$ cat src/rtl/cnn1d_pkg.sv
// Shared types and helpers for the 1-D CNN datapath blocks.
package cnn1d_pkg;

  typedef enum logic [1:0] {
    FILL = 2'd0,
    IDLE = 2'd1,
    MAC  = 2'd2,
    HOLD = 2'd3
  } state_e;

  // Bits needed to index 'value' distinct items (0 for value <= 1).
  function automatic int clog2(input int value);
    int r;
    int v;
    r = 0;
    v = value - 1;
    while (v > 0) begin
      r = r + 1;
      v = v >> 1;
    end
    return r;
  endfunction

endpackage

$ cat src/rtl/sample_window.sv
// Sliding sample window: x[KERNEL_SIZE-1] takes the newest sample, x[0] holds the oldest.
module sample_window #(
  parameter int DATA_WIDTH  = 12,
  parameter int KERNEL_SIZE = 3
) (
  input  logic                              clk,
  input  logic                              rst,
  input  logic                              i_shift_en,
  input  logic [DATA_WIDTH-1:0]             i_sample,
  output logic [KERNEL_SIZE*DATA_WIDTH-1:0] o_window
);

  logic [KERNEL_SIZE*DATA_WIDTH-1:0] r_window;

  always_ff @(posedge clk or negedge rst) begin
    if (!rst) begin
      r_window <= '0;
    end else if (i_shift_en) begin
      r_window <= {i_sample, r_window[KERNEL_SIZE*DATA_WIDTH-1:DATA_WIDTH]};
    end
  end

  assign o_window = r_window;

endmodule

$ cat src/rtl/convolve.sv
// Streaming 1-D convolution: one shared multiplier walks the window tap by tap,
// producing one result per accepted sample once the window has filled.
module convolve
  import cnn1d_pkg::*;
#(
  parameter int DATA_WIDTH   = 12,
  parameter int WEIGHT_WIDTH = 12,
  parameter int KERNEL_SIZE  = 3,
  localparam int OUT_WIDTH   = DATA_WIDTH + WEIGHT_WIDTH + clog2(KERNEL_SIZE)
) (
  input  logic                                clk,
  input  logic                                rst,
  output logic                                convolve_ready_in,
  input  logic                                convolve_valid_in,
  input  logic [DATA_WIDTH-1:0]               convolve_data_in,
  input  logic [KERNEL_SIZE*WEIGHT_WIDTH-1:0] convolve_weights_in,
  input  logic                                convolve_ready_out,
  output logic                                convolve_valid_out,
  output logic [OUT_WIDTH-1:0]                convolve_data_out,
  output state_e                              o_dbg_state
);

  localparam int TAP_W  = clog2(KERNEL_SIZE);
  localparam int CNT_W  = clog2(KERNEL_SIZE + 1);
  localparam int PROD_W = DATA_WIDTH + WEIGHT_WIDTH;

  // Handshakes: a beat transfers on a rising edge where valid && ready are both
  // high; valid holds its data stable until that edge, ready never depends on valid.
  state_e                 r_state;
  state_e                 w_next_state;
  logic [CNT_W-1:0]       r_fill_cnt;
  logic [TAP_W-1:0]       r_tap;
  logic [OUT_WIDTH-1:0]   r_acc;
  logic                   r_ready_in;
  logic                   r_valid_out;
  logic [OUT_WIDTH-1:0]   r_data_out;

  logic                                w_in_hs;
  logic                                w_out_hs;
  logic                                w_last_tap;
  logic [KERNEL_SIZE*DATA_WIDTH-1:0]   w_window;
  logic [DATA_WIDTH-1:0]               w_x_sel;
  logic [WEIGHT_WIDTH-1:0]             w_w_sel;
  logic [PROD_W-1:0]                   w_product;
  logic [OUT_WIDTH-1:0]                w_sum;

  assign w_in_hs    = convolve_valid_in && r_ready_in;
  assign w_out_hs   = r_valid_out && convolve_ready_out;
  assign w_last_tap = (r_tap == TAP_W'(KERNEL_SIZE - 1));

  sample_window #(
    .DATA_WIDTH  (DATA_WIDTH),
    .KERNEL_SIZE (KERNEL_SIZE)
  ) u_window (
    .clk        (clk),
    .rst        (rst),
    .i_shift_en (w_in_hs),
    .i_sample   (convolve_data_in),
    .o_window   (w_window)
  );

  assign w_x_sel   = w_window[r_tap*DATA_WIDTH +: DATA_WIDTH];
  assign w_w_sel   = convolve_weights_in[r_tap*WEIGHT_WIDTH +: WEIGHT_WIDTH];
  assign w_product = {{WEIGHT_WIDTH{1'b0}}, w_x_sel} * {{DATA_WIDTH{1'b0}}, w_w_sel};
  assign w_sum     = r_acc + {{(OUT_WIDTH-PROD_W){1'b0}}, w_product};

  always_ff @(posedge clk or negedge rst) begin
    if (!rst) begin
      r_state <= FILL;
    end else begin
      r_state <= w_next_state;
    end
  end

  always_comb begin
    w_next_state = r_state;
    case (r_state)
      FILL:    if (w_in_hs && (r_fill_cnt == CNT_W'(KERNEL_SIZE - 1))) w_next_state = MAC;
      IDLE:    if (w_in_hs) w_next_state = MAC;
      MAC:     if (w_last_tap) w_next_state = HOLD;
      HOLD:    if (w_out_hs) w_next_state = IDLE;
      default: w_next_state = FILL;
    endcase
  end

  always_ff @(posedge clk or negedge rst) begin
    if (!rst) begin
      r_fill_cnt  <= '0;
      r_tap       <= '0;
      r_acc       <= '0;
      r_ready_in  <= 1'b1;
      r_valid_out <= 1'b0;
      r_data_out  <= '0;
    end else begin
      if ((r_state == FILL) && w_in_hs) begin
        r_fill_cnt <= r_fill_cnt + CNT_W'(1);
      end
      // Input is closed from the triggering handshake until the result is taken.
      if (w_in_hs && (w_next_state == MAC)) begin
        r_ready_in <= 1'b0;
      end else if (w_out_hs) begin
        r_ready_in <= 1'b1;
      end
      if (r_state == MAC) begin
        if (w_last_tap) begin
          r_data_out  <= w_sum;
          r_valid_out <= 1'b1;
          r_acc       <= '0;
          r_tap       <= '0;
        end else begin
          r_acc <= w_sum;
          r_tap <= r_tap + TAP_W'(1);
        end
      end else if (w_out_hs) begin
        r_valid_out <= 1'b0;
      end
    end
  end

  assign convolve_ready_in  = r_ready_in;
  assign convolve_valid_out = r_valid_out;
  assign convolve_data_out  = r_data_out;
  assign o_dbg_state        = r_state;

endmodule
$ cat config.mk
export PLATFORM = sky130hd
export DESIGN_NAME = convolve
export DESIGN_NICKNAME = d
export VERILOG_FILES = /design/src/rtl/cnn1d_pkg.sv /design/src/rtl/sample_window.sv /design/src/rtl/convolve.sv
export SDC_FILE = /design/constraint.sdc
export NUM_CORES = 1
export LEC_CHECK = 0
export CORE_MARGIN = 1.5
export CORE_UTILIZATION = 49
export CTS_CLUSTER_SIZE = 16
export DETAILED_ROUTE_END_ITERATION = 16
export GPL_ROUTABILITY_DRIVEN = 1
export GPL_TIMING_DRIVEN = 1
export PLACE_DENSITY = 0.74
export RECOVER_POWER = 50
export SYNTH_ARGS = -nofsm -noshare
export SYNTH_HDL_FRONTEND = slang
export SYNTH_HIERARCHICAL = 1
export SYNTH_SLANG_ARGS = --single-unit
$ cat constraint.sdc
create_clock -name clk -period 7.9 [get_ports clk]
set_input_delay 1.185 -clock clk [delete_from_list [all_inputs] [get_ports clk]]
set_output_delay 1.185 -clock clk [all_outputs]
set_load 0.01 [all_outputs]
Word level (Yosys, flattened, before mapping):

Cells that the tools add are included.

* bits in registers: 96
* input port bits: 52
* output and inout port bits: 30
* logic and storage cells: 44

* add/sub/neg operators: 3
* multipliers: 2
* eq/ne operators: 7
* shift-type cells: 2
* muxes and demuxes: 12
* reduce and logical (&&, ||, !) cells: 10

Operators by type and width (number)
* variable part select 36 x 7 -> 12 bit: 2
* adder 26 x 24 -> 26 bit: 1
* 2-to-1 mux 26 bit: 1
* multiplier 12 x 12 -> 24 bit: 1
* == test 2 bit, second input constant: 5
* 2-to-1 mux 2 bit: 5
* one-hot mux 2 bit (4 select lines): 1
* logical AND 1 bit: 5
* 2-to-1 mux 1 bit: 5
* adder 2 x 1 -> 2 bit, second input constant: 2
* multiplier 2 x 2 -> 4 bit, second input constant: 1
* AND reduction 2 bit: 2
* nonzero test 2 bit: 2
* == test 2 x 1 -> 1 bit, second input constant: 1
* zero test 2 bit: 1
* inequality test 2 bit, second input constant: 1

Longest topological paths before layout:

Gate-level depths: netlist (run 1).

* word-level depth: 7
* gate-level depth with buffers: 24
* gate-level depth less buffers: 22

By module:

The synthesis (run 1) kept the hierarchy.

Modules (own cells, without submodules)
* convolve: times used 1, cells each 962, area each 8411.8 µm², sequential area each 1502.7 µm²
* sample_window: times used 1, cells each 76, area each 1490.2 µm², sequential area each 900.9 µm²

Least setup slack after synthesis (run 1):

No wires, ideal clock.

* path kind: in2reg
* start point: input port convolve_weights_in[12]
* end point: register r_data_out[18], in the netlist convolve_data_out[18]
* data arrival time: 6.095 ns
* required time: 7.765 ns
* path slack: 1.670 ns
* cell stages on the path: 22
* path buffers: 1
* cell sequence: mux2i_1 > nor2_1 > a21oi_1 > clkbuf_1 > nor2_1 > fa_1 > inv_1 > fa_1 > inv_1 > fa_1 > fa_1 > inv_1 > fa_1 > inv_1 > ha_1 > a2111oi_2 > o21ai_1 > a21oi_2 > nor2_1 > o41ai_1 > xor2_1 > o21ai_0

* cells in the longest elaborated chain, start to end: 3

Ends and longest elaborated chain
* start: declaration: line convolve.sv:16 `input logic [KERNEL_SIZE*WEIGHT_WIDTH-1:0] convolve_weights_in,`
* variable part select 36 x 7 -> 12 bit: line convolve.sv:63 `assign w_w_sel = convolve_weights_in[r_tap*WEIGHT_WIDTH +: WEIGHT_WIDTH];`
* multiplier 12 x 12 -> 24 bit: line convolve.sv:64 `assign w_product = {{WEIGHT_WIDTH{1'b0}}, w_x_sel} * {{DATA_WIDTH{1'b0}}, w_w_sel};`
* adder 26 x 24 -> 26 bit: line convolve.sv:65 `assign w_sum = r_acc + {{(OUT_WIDTH-PROD_W){1'b0}}, w_product};`
* end signal: assignment: line convolve.sv:106 `r_data_out <= w_sum;`
* end: declaration: line convolve.sv:36 `logic [OUT_WIDTH-1:0] r_data_out;`

No other way between the ends.
A chain may end at the register's enable or synchronous reset.

Worst setup path in the final report (run 1):

* start point: register r_tap[0]
* end point: register r_acc[21]

* cells in the longest elaborated chain, start to end: 5

Ends and longest elaborated chain
* start: declaration: line convolve.sv:32 `logic [TAP_W-1:0] r_tap;`
* start signal: assignment: line convolve.sv:112 `r_tap <= r_tap + TAP_W'(1);`
* multiplier 2 x 2 -> 4 bit: line convolve.sv:62, convolve.sv:63
* variable part select 36 x 7 -> 12 bit (on tied branches): line convolve.sv:62, convolve.sv:63
* multiplier 12 x 12 -> 24 bit: line convolve.sv:64
* adder 26 x 24 -> 26 bit: line convolve.sv:65
* 2-to-1 mux 26 bit *: line convolve.sv:105 `if (w_last_tap) begin`
* end signal: assignment: line convolve.sv:111 `r_acc <= w_sum;`
* end: declaration: line convolve.sv:33 `logic [OUT_WIDTH-1:0] r_acc;`

Every way passes the cells marked *; elsewhere a longest branch is shown, timed or not.

==> impl_summary.txt, run 1 <==
----------------------------------------------------
[Placed design]
  # port buffers ... between 80 and 90
  Post-placement worst setup slack ... roughly 0.97 ns
  HPWL after DPL ... approximately 18,000 um
  Routability Congestion ... 0.903

[Clock network]
  TritonCTS clock tree ... done
  Sink count of the clock tree ... 96
  Clock transition at the register clock pins on the worst setup and hold paths after CTS ... around 0.070 ns
  Buffer depth of the longest clock path ... 2
  Total CTS buffers ... 9
  Clock latency reported for the late side of the worst-skew pair ... 0.37 ns
  # hold bufs at CTS ... 0
  Root buffer cell ... clkbuf_16
  Post CTS Setup Buffer Count ... 0
  Count of H-tree levels built during CTS ... 3
  CTS-repair resized insts ... 0

[Logic synthesis]
  Proportion of synthesized chip area in sequential cells ... around a quarter
  Commonest register cell after synthesis ... dfrtp_1
  Nets in the synthesized netlist ... about 1,300
  Count of different cell masters after synthesis ... 59
  Per-instance average area after synthesis ... about 9.5 sq um
  Area of the mapped netlist ... between 9000 and 10,000 sq um
  Number of flops mapped to enable cells by yosys ... 0
  Number of warnings issued by yosys ... 6
  Share of synthesized registers carrying an async set or reset ... 100%
  Yosys reg bits ... 96
  Number of instances in the synthesized netlist ... around 1,000

[GRT]
  Global-route wire length before repair ... between 30,000 and 40,000 um
  Grt total ovfl ... 0
  Vias in the first global route ... a little under 8,000
  Antenna violations before repair ... 0
  GRT Overall Usage ... 23.1%
  Largest net degree at the start of global routing ... 50

[Setup path]
  Classification of the worst setup path ... flop to flop
  Worst-path fanout max ... 11
  R2R cell count ... 22
  Worst setup SP type ... flop
  CP endpoint kind ... flop
  Required @ worst endpoint ... just over 8 ns
  Data arrival time of the worst path ... about 7.0 ns

[STA]
  Timing-limited maximum frequency ... around 0.15 GHz
  Worst setup skew after layout ... around 0.0093 ns
  Final Max Tran Viols ... between 90 and 100
  Fin crit share ... about 86%
  Hold Worst Slack ... around 0.49 ns
  Minimum clock period ... between 6 and 7 ns
  Fin. Hold Viols ... 0
  Accumulated negative setup slack ... 0 ns
  Measured slew at the worst slew-check pin ... 2.81 ns
  Setup violators final ... 0
  Headroom to the max-slew limit ... -87.5%
  Fin worst setup slack ... around 1.1 ns
  Unrepaired setup endpoints after global routing ... no

[Outcome]
  Outcome ... complete, but fails checks
  Violated checks ... max-capacitance violations, max-slew violations

[Route]
  Number of DRC markers after the initial detailed-route iteration ... roughly 470
  Vias post-DR ... about 7,400
  Post-DR wirelength/cell ... approximately 16 um
  Number of antenna-violating nets in the routed design ... 0
  Mean number of vias per cell ... between 5 and 6
  Overall routed net length ... roughly 23,000 um
  Drc violations ... 0
  First-pass detailed-route iteration total ... 5

[Run]
  # Max-Cap Violations ... 2

[Floorplanning]
  Die Span Y ... 145 um
  Area inside the core boundary ... 19,700 sq um
  I/O Pins ... between 80 and 90
  Initial core utilization ... a little over 50%
  Standard-cell rows ... a little over 50
  Die X ... about 150 um
  Die Outline Area ... around 21,000 sq um

[Hold path]
  Hold Path Stages ... 2
  Worst min path class ... flop to flop

[Finish]
  Fin nets ... around 1,400
  Number of inserted diodes ... 0
  Ratio of cells with drive above 1 in the final layout ... under 10%
  Layout overhead on the synthesized area ... 13.9%

----------------------------------------------------
[synthesized netlist by cell type (all sizes together), types with 5 or more instances]
library cell	instances	share of area, %
inv	209	7.9
fa	123	25
nand2	106	4.0
nor2	106	4.0
dfrtp	95	24
ha	68	8.6
mux2	48	6.6
o21ai	45	2.3
a21oi	41	2.3
mux2i	26	2.6
a21o	24	1.8
clkbuf	19	0.82
buf	16	1.4
nand2b	14	0.88
xor2	13	1.1
xnor2	11	0.97
and2	7	0.44
or2	7	0.44
a31oi	5	0.53
nor3	5	0.25
o31ai	5	0.38
[cell type report]
type | count | area, sq um
timing repair buffer | 103 | 958
tap | 265 | 332
multi-input combinational | 698 | 6500
fill | 1786 | 8370
clock inverter | 5 | 63.8
inverter | 209 | 785
sequential | 96 | 2400
clock buffer | 10 | 239
[cell families (layout without fill, tap and decap cells)]
kind of cell,count (synthesis),in the layout,share of synthesized area (%)
muxes,74,74,9.22
DFF,96,96,24.3
xor gates and xnor gates,24,24,2.12
AOI/OAI and AO/OA,143,143,9.27
and+or+nand+nor,266,266,11.5
buffers and inverters,244,327,10.2
adders and majority gates,191,191,33.5
[final timing paths]
check                      startpoint                    end  slack, ns
setup / recovery             r_tap[0]              r_acc[21]       1.13
hold / removal              r_acc[24]              r_acc[24]       0.49
setup reg to reg             r_tap[0]              r_acc[21]       1.13
hold reg to reg             r_acc[24]              r_acc[24]       0.49
max in group asynchronous         rst   convolve_data_out[7]       2.61
min in group asynchronous         rst  u_window/o_window[12]       1.71
[cells in the final DEF, fill, tap and decap left out, types with 2 or more instances in the layout]
| cell | synthesis | routed |
|---|---|---|
| clkdlybuf4s50_1 | 0 | 71 |
| a211oi_1 | 3 | 3 |
| a21o_1 | 24 | 24 |
| ha_1 | 68 | 68 |
| xor2_1 | 13 | 13 |
| nor2_1 | 106 | 106 |
| o22ai_1 | 3 | 3 |
| inv_6 | 0 | 2 |
| fa_1 | 123 | 123 |
| nand3_1 | 4 | 4 |
| or3_1 | 2 | 2 |
| mux2_4 | 30 | 30 |
| nor2b_1 | 4 | 3 |
| dfrtp_1 | 95 | 95 |
| inv_1 | 209 | 208 |
| mux2i_1 | 26 | 26 |
| buf_4 | 0 | 19 |
| nor3_1 | 5 | 5 |
| o211ai_1 | 3 | 3 |
| clkbuf_16 | 0 | 9 |
| nand2_1 | 106 | 106 |
| a31oi_1 | 3 | 3 |
| o21ai_1 | 2 | 2 |
| nand2b_1 | 14 | 14 |
| o221ai_1 | 2 | 2 |
| o31ai_1 | 5 | 5 |
| xnor2_1 | 11 | 11 |
| or2_2 | 7 | 7 |
| and3_1 | 2 | 2 |
| nor4_1 | 2 | 2 |
| a21oi_2 | 2 | 2 |
| dlygate4sd3_1 | 0 | 9 |
| a22o_1 | 3 | 3 |
| mux2_2 | 18 | 18 |
| o21ai_0 | 42 | 42 |
| clkbuf_1 | 18 | 4 |
| and2_1 | 7 | 7 |
| a21oi_1 | 38 | 38 |
[worst max-delay path, stage by stage (launching register included)]
cell	delay, ns
dfrtp_1	0.67
buf_4	0.32
mux2i_1	0.21
nor2_1	0.07
a21oi_1	0.55
nor2_1	0.16
fa_1	0.56
inv_1	0.05
fa_1	0.47
inv_1	0.05
fa_1	0.48
fa_1	0.56
inv_1	0.05
fa_1	0.48
inv_1	0.05
ha_1	0.33
a21o_1	0.20
nand2b_1	0.15
o21ai_2	0.30
a21oi_1	0.21
a211oi_1	0.34
xor2_1	0.26
o31ai_1	0.10
[sequential cells by signal (all words and copies together), names as in the netlist]
| name | cells |
|---|---|
| convolve_ready_in | 1 |
| r_acc | 26 |
| o_dbg_state | 2 |
| r_fill_cnt | 2 |
| u_window/o_window | 36 |
| convolve_valid_out | 1 |
| convolve_data_out | 26 |
| r_tap | 2 |
[per-stage QoR]
step / instances / instance area [sq um] / utilization (%)
floorplan: 1038 / 9900 / -
global placement: 1371 / 11000 / 55.9
detailed placement: 1371 / 11000 / 55.9
CTS: 1386 / 11300 / 57.5
global route: 1386 / 11300 / 57.4
finish: 1386 / 11300 / 57.4
[layer usage]
metal	share of wire, %	vias up	global-route usage, %
met5	0	-	0
met4	3.2	0	9.34
met3	5.7	54	4.40
met2	50	206	40.1
met1	41	3712	28.4
li1	-	3404	-
Power of run 1 is left out: the tool's default activity adds up to more than one toggle a clock period on the data nets, which glitch-free logic cannot reach.
==> run 2: changes to the inputs <==
--- a/config.mk
+++ b/config.mk
@@ -6,5 +6,5 @@
 export NUM_CORES = 1
 export LEC_CHECK = 0
-export CORE_MARGIN = 1.5
+export CORE_MARGIN = 3
 export CORE_UTILIZATION = 49
 export CTS_CLUSTER_SIZE = 16
@@ -12,4 +12,5 @@
 export GPL_ROUTABILITY_DRIVEN = 1
 export GPL_TIMING_DRIVEN = 1
+export MAX_ROUTING_LAYER = met4
 export PLACE_DENSITY = 0.74
 export RECOVER_POWER = 50
==> constraint.sdc (replaced) <==
create_clock -name clk -period 7.9 [get_ports clk]
set_input_delay 1.185 -clock clk [delete_from_list [all_inputs] [get_ports clk]]
set_output_delay 1.185 -clock clk [all_outputs]
set_load 0.02 [all_outputs]
==> run 2 against run 1 <==
Against the previous run:
- the run still ends with max-capacitance violations, max-slew violations left
- first-iteration DRC count is 1.3% lower
- clock skew up 0.0017 ns
- wire length up 1.2%
- flip-flop and latch count stayed put
==> impl_summary.txt, run 2 (synthesis gave the netlist of run 1 again) <==
----------------------------------------------------
[Route]
  Overall routed net length ... 23,000 um
  Mean number of vias per cell ... approximately 5.3
  Vias post-DR ... ~7,300
  Number of antenna-violating nets in the routed design ... 0
  Post-DR wirelength/cell ... roughly 17 um
  Drc violations ... 0
  Number of DRC markers after the initial detailed-route iteration ... 465
  First-pass detailed-route iteration total ... 5

[Run]
  # Max-Cap Violations ... 2

[Finish]
  Ratio of cells with drive above 1 in the final layout ... a little under a tenth
  Commonest non-fill, non-tap cells in the layout ... inv_1, fa_1, nor2_1, nand2_1, dfrtp_1
  Final non-filler cell total ... 1,391
  Commonest non-fill, non-tap cell in the layout ... inv_1
  Number of inserted diodes ... 0
  Fin nets ... roughly 1,400
  Layout overhead on the synthesized area ... 14.1%
  Largest register FFs ... 36

[Clock network]
  Clock transition at the register clock pins on the worst setup and hold paths after CTS ... approximately 0.07 ns
  Buffer depth of the longest clock path ... 2
  Root buffer cell ... clkbuf_16
  CTS-repair resized insts ... 0
  TritonCTS clock tree ... done
  Total CTS buffers ... 9
  # hold bufs at CTS ... 0
  Count of H-tree levels built during CTS ... 3
  Sink count of the clock tree ... between 90 and 100
  Post CTS Setup Buffer Count ... 0
  Clock latency reported for the late side of the worst-skew pair ... between 0.3 and 0.4 ns

[STA]
  Fin crit share ... roughly 86%
  Fin. Hold Viols ... 0
  Fin worst setup slack ... approximately 1.1 ns
  Accumulated negative setup slack ... 0 ns
  Setup violators final ... 0
  Timing-limited maximum frequency ... ~0.15 GHz
  Measured slew at the worst slew-check pin ... approximately 2.8 ns
  Worst setup skew after layout ... approximately 0.011 ns
  Headroom to the max-slew limit ... -89.9%
  Final Max Tran Viols ... 99
  Unrepaired setup endpoints after global routing ... no
  Minimum clock period ... just under 7 ns

[Setup path]
  CP most frequent cell ... fa_1
  Required @ worst endpoint ... 8.10 ns
  Worst flop-to-flop path startpoint ... r_tap[0]
  Classification of the worst setup path ... flop to flop
  Dominant delay contributor by cell family on the critical path ... adder cells
  Cell with the largest stage delay on the worst path ... dfrtp_1
  R2R setup slack ... ~1.1 ns
  Sum of buffers and inverters on the critical path ... 5
  Worst-path fanout max ... 10
  CP endpoint kind ... flop
  Largest stage delay, worst path ... around 0.62 ns
  Critical path cell sequence ... buf_4, mux2i_1, nor2_1, a21oi_1, nor2_1, fa_1, inv_1, fa_1, inv_1, fa_1, fa_1, inv_1, fa_1, inv_1, ha_1, a21oi_1, nand2b_1, o21ai_2, a21oi_1, a211oi_1, xor2_1, o31ai_1
  R2R cell count ... 22
  Data arrival time of the worst path ... 6.99 ns
  Endpoint of the lowest-slack register-to-register path ... r_acc[21]
  Worst setup SP type ... flop

[Floorplanning]
  Die X ... 148 um
  Area inside the core boundary ... ~20,000 sq um
  Standard-cell rows ... 51
  Die Outline Area ... 21,900 sq um
  Initial core utilization ... 50.4%
  I/O Pins ... slightly above 80
  Die Span Y ... roughly 150 um

[GRT]
  Largest net degree at the start of global routing ... between 50 and 60
  Antenna violations before repair ... 0
  Vias in the first global route ... 7,850
  Grt total ovfl ... 0
  GRT Overall Usage ... between 20% and 30%
  Global-route wire length before repair ... between 30,000 and 40,000 um

[Hold path]
  Hold Path Stages ... 2
  Critical hold path startpoint ... convolve_data_out[21]
  WHS Endpoint ... convolve_data_out[21]
  Worst min path class ... flop to flop

[Placed design]
  Post-placement worst setup slack ... about 0.9 ns
  Routability Congestion ... roughly 0.94
  # placed instances ... 1,375
  HPWL after DPL ... 18,200 um
  # port buffers ... 81

[Outcome]
  Outcome ... complete, but fails checks
  Violated checks ... max-capacitance violations, max-slew violations

----------------------------------------------------
==> run 2: cell count changes in the layout (fill, tap and decap cells not counted), sizes merged <==
cell | before | now
clkinv | 1 | 2
clkbuf | 14 | 15
inv | 211 | 209
buf | 19 | 24
==> run 2: stage by stage <==
step           hold WS [ns]  cell area [sq um]  util (%)
2_1_floorplan         0.449               9900         -
3_3_place_gp          0.462              11000      56.1
3_5_place_dp          0.473              11000      56.1
4_1_cts               0.490              11300      57.6
5_1_grt               0.512              11300      57.5
6_report              0.484              11300      57.5
==> run 2: layout make-up <==
cell class | instances | area, sq um
Inverter | 209 | 785
Timing Repair Buffer | 107 | 992
Fill cell | 1781 | 8350
Clock inverter | 4 | 55.1
Multi-Input combinational cell | 698 | 6500
Tap cell | 265 | 332
Clock buffer | 12 | 236
Sequential cell | 96 | 2400
==> run 2: worst max path at each step <==
stage / startpoint / end / slack [ns] / cells past startpoint
after CTS: r_tap[0] / convolve_data_out[18] / 1.14 / 22
after global routing: r_tap[0] / convolve_data_out[21] / 0.62 / 22
after floorplan: convolve_weights_in[12] / convolve_data_out[18] / 1.67 / 22
final: r_tap[0] / r_acc[21] / 1.11 / 22
after detailed placement: convolve_weights_in[0] / r_acc[18] / 0.90 / 23
after global placement: convolve_weights_in[12] / convolve_data_out[21] / 1.08 / 23
==> run 2: worst register-to-register path: stages (launching register included) <==
cell	delay, ns
dfrtp_1	0.62
buf_4	0.32
mux2i_1	0.23
nor2_1	0.07
a21oi_1	0.62
nor2_1	0.16
fa_1	0.54
inv_1	0.05
fa_1	0.48
inv_1	0.05
fa_1	0.50
fa_1	0.57
inv_1	0.05
fa_1	0.47
inv_1	0.04
ha_1	0.36
a21oi_1	0.27
nand2b_1	0.13
o21ai_2	0.25
a21oi_1	0.20
a211oi_1	0.33
xor2_1	0.25
o31ai_1	0.09
==> run 2: per-layer routing <==
| layer | vias to the layer above | part of all wire (%) | global-route usage (%) | routed length (um) |
|---|---|---|---|---|
| li1 | 3414 | - | - | - |
| met1 | 3666 | 42 | 29.4 | 9670 |
| met2 | 208 | 51 | 39.3 | 11700 |
| met3 | 35 | 5.1 | 4.36 | 1190 |
| met4 | 0 | 2.0 | 5.82 | 466 |
| met5 | - | 0 | - | 0 |
Power of run 2 is left out for the same reason.
